<file path="config.mk">
export PLATFORM = sky130hd
export DESIGN_NAME = cmd_parser
export DESIGN_NICKNAME = d
export VERILOG_FILES = /design/src/rtl/cmd_parser.sv
export SDC_FILE = /design/constraint.sdc
export NUM_CORES = 1
export LEC_CHECK = 0
export ABC_AREA = 1
export CORE_MARGIN = 3
export CORE_UTILIZATION = 57
export CTS_CLUSTER_DIAMETER = 150
export DETAILED_ROUTE_END_ITERATION = 16
export PLACE_DENSITY = 0.8
export SLEW_MARGIN = 20
export SYNTH_ARGS = -nofsm -noshare
export SYNTH_HDL_FRONTEND = slang
export SYNTH_SLANG_ARGS = --single-unit
</file>
<file path="constraint.sdc">
create_clock -name clk -period 1.9 [get_ports clk]
set_input_delay 0.475 -clock clk [delete_from_list [all_inputs] [get_ports clk]]
set_output_delay 0.475 -clock clk [all_outputs]
set_load 0.02 [all_outputs]
</file>
<file path="src/rtl/cmd_parser.sv">
// Byte-stream command parser: "!<letter>[1-9]\r" frames from a UART receiver.
// Emits registered command pulses, error pulses and a saturating error count.
module cmd_parser #(
    parameter int TIMEOUT_CYCLES = 27_000_000
) (
    input  logic       clk,
    input  logic       rst_n,
    input  logic [7:0] rx_byte,
    output logic       cmd_valid,
    output logic [2:0] cmd_code,
    output logic [3:0] cmd_amount,
    output logic       err,
    output logic [7:0] err_count,
    output logic       busy
);

    localparam int CW = $clog2(TIMEOUT_CYCLES + 1);
    localparam logic [CW-1:0] TO_LAST = CW'(TIMEOUT_CYCLES - 1);

    localparam logic [7:0] CH_BANG = 8'h21;
    localparam logic [7:0] CH_CR   = 8'h0D;

    typedef enum logic [1:0] {
        S_IDLE,
        S_CMD,
        S_ARG,
        S_END
    } state_t;

    state_t        state, state_n;
    logic [2:0]    code_r, code_n;
    logic [3:0]    amt_r, amt_n;
    logic [CW-1:0] cnt;
    logic          prev_zero;

    logic          new_byte;
    logic [7:0]    letter;
    logic [2:0]    code_dec;
    logic          is_digit;
    logic          emit;
    logic [3:0]    emit_amt;
    logic          error;

    assign new_byte = prev_zero && (rx_byte != 8'h00);
    assign letter   = rx_byte & 8'hDF;
    assign is_digit = (rx_byte >= 8'h31) && (rx_byte <= 8'h39);
    assign busy     = (state != S_IDLE);

    // Bit 5 is masked so upper and lower case letters share one table.
    always_comb begin
        code_dec = 3'd0;
        case (letter)
            8'h46:   code_dec = 3'd1;
            8'h50:   code_dec = 3'd2;
            8'h43:   code_dec = 3'd3;
            8'h53:   code_dec = 3'd4;
            8'h57:   code_dec = 3'd5;
            8'h4D:   code_dec = 3'd6;
            8'h54:   code_dec = 3'd7;
            default: code_dec = 3'd0;
        endcase
    end

    always_comb begin
        state_n  = state;
        code_n   = code_r;
        amt_n    = amt_r;
        emit     = 1'b0;
        emit_amt = 4'd0;
        error    = 1'b0;
        if (new_byte) begin
            case (state)
                S_IDLE: begin
                    if (rx_byte == CH_BANG) state_n = S_CMD;
                end
                S_CMD: begin
                    if (code_dec != 3'd0) begin
                        code_n  = code_dec;
                        state_n = S_ARG;
                    end else if (rx_byte != CH_BANG) begin
                        error   = 1'b1;
                        state_n = S_IDLE;
                    end
                end
                S_ARG: begin
                    if (is_digit) begin
                        amt_n   = rx_byte[3:0];
                        state_n = S_END;
                    end else if (rx_byte == CH_CR) begin
                        emit     = 1'b1;
                        emit_amt = 4'd1;
                        state_n  = S_IDLE;
                    end else begin
                        error   = 1'b1;
                        state_n = (rx_byte == CH_BANG) ? S_CMD : S_IDLE;
                    end
                end
                S_END: begin
                    if (rx_byte == CH_CR) begin
                        emit     = 1'b1;
                        emit_amt = amt_r;
                        state_n  = S_IDLE;
                    end else begin
                        error   = 1'b1;
                        state_n = (rx_byte == CH_BANG) ? S_CMD : S_IDLE;
                    end
                end
                default: state_n = S_IDLE;
            endcase
        end else if (state != S_IDLE && cnt == TO_LAST) begin
            // A byte landing on the timeout cycle takes the branch above.
            error   = 1'b1;
            state_n = S_IDLE;
        end
    end

    always_ff @(posedge clk or negedge rst_n) begin
        if (!rst_n) begin
            state      <= S_IDLE;
            code_r     <= 3'd0;
            amt_r      <= 4'd0;
            cnt        <= '0;
            prev_zero  <= 1'b0;
            cmd_valid  <= 1'b0;
            cmd_code   <= 3'd0;
            cmd_amount <= 4'd0;
            err        <= 1'b0;
            err_count  <= 8'd0;
        end else begin
            state     <= state_n;
            code_r    <= code_n;
            amt_r     <= amt_n;
            prev_zero <= (rx_byte == 8'h00);
            if (new_byte || state_n == S_IDLE)
                cnt <= '0;
            else if (state != S_IDLE)
                cnt <= cnt + 1'b1;
            cmd_valid  <= emit;
            cmd_code   <= emit ? code_r : 3'd0;
            cmd_amount <= emit ? emit_amt : 4'd0;
            err        <= error;
            if (error && err_count != 8'hFF)
                err_count <= err_count + 8'd1;
        end
    end

endmodule

</file>
## After elaboration in Yosys (flattened, before gate mapping)

Index checks and enable logic that the tools add are counted.

- Add/subtract/negate cells: 2
- $lt $le $gt $ge: 2
- Eq/ne operators: 15
- Mux-type cells: 30
- Reductions and logical operators: 14

Operators with widths:

| operator | number |
|---|---|
| 2-to-1 mux 25 bit | 2 |
| equality test 7 x 6 -> 1 bit, second input constant | 7 |
| adder 25 x 1 -> 25 bit, second input constant | 1 |
| equality test 25 bit, second input constant | 1 |
| one-hot mux 3 bit (7 select lines) | 1 |
| 2-to-1 mux 1 bit | 13 |
| 2-to-1 mux 2 bit | 6 |
| 2-to-1 mux 4 bit | 3 |
| adder 8 x 1 -> 8 bit, second input constant | 1 |
| equality test 8 x 4 -> 1 bit, second input constant | 1 |
| equality test 8 x 6 -> 1 bit, second input constant | 1 |
| greater-or-equal comparator 8 x 6 -> 1 bit, second input constant | 1 |
| <= comparator 8 x 6 -> 1 bit, second input constant | 1 |
| logical NOT 8 bit | 1 |
| inequality test 8 x 6 -> 1 bit, second input constant | 1 |
| inequality test 8 bit, second input constant | 1 |
| one-hot mux 2 bit (4 select lines) | 1 |
| one-hot mux 4 bit (2 select lines) | 1 |
| nonzero test 8 bit | 1 |
| AND reduction 3 bit | 2 |
| equality test 2 bit, second input constant | 2 |
| logical AND 1 bit | 4 |
| logical NOT 2 bit | 2 |
| nonzero test 2 bit | 2 |
| other kinds (6) | 6 |

- Register bits: 52
- Input bits: 10
- Logic and storage cells: 73

## Logic depth before layout (Yosys ltp)

- Depth after elaboration: 9
- Gate-level depth with buffers: 13
- Depth with buffers taken out: 13

## Worst setup path before layout

Ideal clock, no wire load.

- Path kind: reg-to-reg
- Start: reg cnt[0]
- End: reg cnt[14]
- Library setup time: 0.124 ns
- Arrival: 1.578 ns
- Data required time: 1.776 ns
- Slack: 0.198 ns
- Stages on the path, launching flop included: 9
- Period minus slack after synthesis: 1.702 ns
- Cells stage by stage: dfrtp_1 ha_1 nand3_1 nor2_2 nand4_1 nor2_1 nand3_1 xor2_1 nor2_4

- Word-level cells in the longest chain between the ends: 7
- Elaborated cells on any way between the ends: 10
- Those cells by class: add/sub (1); eq/ne (1); mux (4); reduce/logical (4)

Ends and longest elaborated chain:

| element | line | RTL |
|---|---|---|
| from (decl) | 33 | `logic [CW-1:0] cnt;` |
| from (signal assigned) | 137 | `cnt <= cnt + 1'b1;` |
| branches (longest 7 deep; another with adder 25 x 1 -> 25 bit) | - |  |

Several ways; the timed one is not identified. The select of a mux whose other input is x is not followed.
A chain may end at the register's enable or synchronous reset.

## Final worst setup path

- Start: reg err_count[3]
- End: out err_count[3]

RTL lines:

| element | line | RTL |
|---|---|---|
| from (decl) | 13 | `output logic [7:0] err_count,` |
| from (signal assigned) | 143 | `err_count <= err_count + 8'd1;` |

No word-level cell between the ends.

==> PnR_summary.wiki <==
{| class="wikitable"
! Metric !! Value
|-
| Overall track demand over capacity in global routing || 0.232
|-
| Routability cong. || 0.901
|-
| Chip Height || 76.9 um
|-
| Leakage component of the power || 1.86 nW
|-
| Global-route wire length before repair || 11.0 mm
|-
| Post-cts hold buffer count || 0
|-
| Final net count || 440
|-
| Max-slew violations || 0
|-
| Endpoint required time on the critical path || about 1.4 ns
|-
| Clock root buffer || clkbuf_8
|-
| Count of clock tree sinks || 52
|-
| Final Cycle Share || 0.969
|-
| Post-route cell area || 3720 um^2
|-
| Grt ovf || 0
|-
| Uppermost layer routed || met4
|-
| Routed Wire Length || 6.51 mm
|-
| Post-DRT Antenna Nets || 0
|-
| Critical-path cell with the highest stage delay || clkdlybuf4s50_1
|-
| Diodes inserted || 0
|-
| HPWL after detailed placement || 4.59 mm
|-
| Total placed instance area || 3460 um^2
|-
| Cell accounting for the most synthesized area || dfrtp_1
|-
| Power Total || about 2.4 mW
|-
| Met3 layer wire length in the routed design || approximately 270 um
|-
| Syn avg cell area || 8.03 um^2
|-
| Min Clock Period, post-route || 1.84 ns
|-
| RR Endpoint || err_count[2]$_DFFE_PN0P_
|-
| DR DRC count || 0
|-
| Iteration-0 DRC count of the detailed router || 168
|-
| CP Cell Sequence || clkdlybuf4s50_1
|-
| CTS buffer count || 5
|-
| Number of antenna violations at the first check in global routing || 0
|-
| Worst Reg2Reg Path Length in Cells || 10
|-
| Share of cells above drive strength 1 || 0.233
|-
| Largest net degree at the start of global routing || between 50 and 60
|-
| Worst min path class || in2async
|-
| Gate count after technology mapping || 357
|-
| Number of placed I/O pins || 28
|-
| Highest clock frequency the design can meet || 543 MHz
|-
| Startpoint class of the critical path || register
|-
| Yosys cell types || 29
|-
| Clock transition at the registers of the reported paths || around 0.10 ns
|-
| Cell class contributing the biggest share of worst-path delay || buffers and inverters
|-
| Status || complete, no violations
|-
| Synth-to-Final Area Change || 29.9%
|-
| Detailed-route via count || 2580
|-
| Reg-to-reg slack, setup || 0.07 ns
|-
| Total number of H-tree levels || 2
|-
| WL/cell || 13.1 um
|-
| Port Buffers || 27
|-
| Synthesized cell area || 2870 um^2
|-
| Critical Path AT || roughly 1.4 ns
|-
| Routed met1 length || 2.68 mm
|-
| Worst-Margin Slew || 0.299 ns
|-
| Initial core utilization || 0.599
|-
| Max stage delay on crit path || approximately 0.63 ns
|-
| Number of nets produced by synthesis || 369
|-
| Fraction of the yosys area taken by sequential cells || 0.454
|-
| Synth top area share || 0.454
|-
| Rows || 25
|-
| Relative slew margins || 0.799
|-
| Vias/cell || 5.20
|-
| Buffers plus inverters on the worst setup path || 1
|-
| Clock skew after layout || roughly 0.008 ns
|-
| Insertion delay of the later-clocked pin in the worst-skew pair || 0.32 ns
|-
| Warnings from Yosys || 0
|-
| Worst Setup Slack, final || 0.0592 ns
|-
| Crit path kind || reg2out
|-
| Post-Place Setup Slack || -0.420 ns
|-
| Core area || 4790 um^2
|-
| Count of endpoints failing hold in the final timing report || 0
|-
| Biggest area contributors in the synthesized netlist || dfrtp_1 45%, nand2_1 11%, nor2_1 6.2%, xor2_1 5.5%, nand3_1 5.4%
|-
| TritonCTS clock tree || yes
|-
| Number of detailed-route iterations in the first pass || 4
|-
| Cell area power density || 644 nW/um^2
|-
| Utilization after layout || 0.778
|-
| Vias in the first global route || 2589
|-
| Final setup violation count || 0
|-
| Total length of routed met2 wires || 3.41 mm
|-
| Element type at the critical path end || output pin
|-
| Flop and latch count out of synthesis || 52
|-
| Maximum clock insertion buffer count || 2
|-
| Number of maximum-capacitance constraint violations || 0
|-
| Total Die Area || 5920 um^2
|-
| Crit Reg-Reg Startpoint || cnt[11]$_DFFE_PN0P_
|-
| Die Width || 76.9 um
|-
| Critical path peak fanout || 4
|-
| Maximum resistive drop on vdd || 0.000551 V
|}
-- synthesized netlist by cell type --
master    number
xnor2_1        7
a21oi_1        2
ha_1           2
nand3_1       31
o21ai_0        7
nor3b_1        1
nand3b_1       1
nor3_2         1
inv_2          1
or2_2          1
nand4_1        8
nor2_1        47
nor2_2        16
clkbuf_1       1
nand3_2        2
inv_1         40
nor4_1         1
nand2_2        4
buf_8          1
dfrtp_1       52
nand2_4        1
nor3_1        15
a211oi_1       1
buf_12         1
o21bai_1       1
nand2_1       86
nor2_4         7
o21ai_4        1
xor2_1        18
-- layout by cell type, fill, tap and decap left out, types with 2 or more instances in the layout --
cell,count
nand2_1,84
dfrtp_1,52
inv_1,40
nor2_1,39
buf_4,36
nand3_1,28
nor2_2,23
xor2_1,18
nor3_1,13
dlymetal6s2s_1,10
clkdlybuf4s50_1,10
nor2_4,8
nand4_1,8
o21ai_0,7
xnor2_1,7
dlygate4sd2_1,6
nand2_2,5
nand3_2,5
clkbuf_8,5
buf_12,4
a21oi_1,2
nor3_2,2
nand2_4,2
-- registers in the layout, summed over array words and instances (netlist names) --
register	flops
amt_r	4
cmd_amount	4
cmd_code	3
cmd_valid	1
cnt	25
code_r	3
err	1
err_count	8
prev_zero	1
state	2
-- logic make-up after synthesis --
family          Yosys count  share of synthesized area
compound gates           12                     0.0266
buf+inv                  44                     0.0672
flops                    52                      0.454
simple gates            222                      0.367
xor+xnor                 25                     0.0764
fa+ha+maj                 2                    0.00873
-- final cells by class --
cell class / count / area [um^2]
Fill cell: 346 / 1060
Inverter: 41 / 154
Clock inverter: 3 / 27.5
Timing Repair Buffer: 67 / 633
Sequential cell: 52 / 1300
Clock buffer: 5 / 68.8
Tap cell: 67 / 83.8
Multi-Input combinational cell: 261 / 1460
-- worst max-delay path by stage --
stage,slack (ns),from,end,depth (start not counted)
after floorplan,0.20,cnt[0]$_DFFE_PN0P_,cnt[14]$_DFFE_PN0P_,8
after global placement,-0.33,rx_byte[6],err_count[5]$_DFFE_PN0P_,10
after detailed placement,-0.42,rx_byte[3],err_count[7]$_DFFE_PN0P_,10
after CTS,0.004,rx_byte[1],err_count[7]$_DFFE_PN0P_,13
after global routing,-0.07,cnt[11]$_DFFE_PN0P_,err_count[0]$_DFFE_PN0P_,10
final,0.06,err_count[3]$_DFFE_PN0P_,err_count[3],1
-- stage by stage --
step                hold slack [ns]  std cells  setup TNS [ns]
floorplan                     0.179        357               0
CTS                           0.141        490               0
global placement              0.468        479          -13.96
global route                  0.134        496          -0.394
detailed placement            0.476        479          -17.63
finish                        0.135        496               0
-- power breakdown --
group / internal (mW) / total, mW / leakage [nW] / switching [mW]
Clock: 0.271 / 0.677 / 0.0463 / 0.405
Sequential: 1.17 / 1.23 / 0.709 / 0.0651
Combinational: 0.226 / 0.490 / 1.10 / 0.264
Total: 1.66 / 2.40 / 1.86 / 0.735
-- what timing repair did --
item | in CTS | in global routing
gates resized for setup | 12 | 25
endpoints found under the setup margin | 35 | 46
cloned | 0 | 0
pin swaps | 5 | 10
buffers inserted | 3 | 6
-- metal layers --
| layer | GRT usage | up-vias |
|---|---|---|
| met2 | 0.415 | 73 |
| met5 | 0 | - |
| met1 | 0.270 | 1215 |
| li1 | - | 1275 |
| met4 | 0.0996 | 0 |
| met3 | 0.0423 | 17 |
(Power assumes the default switching activity.)
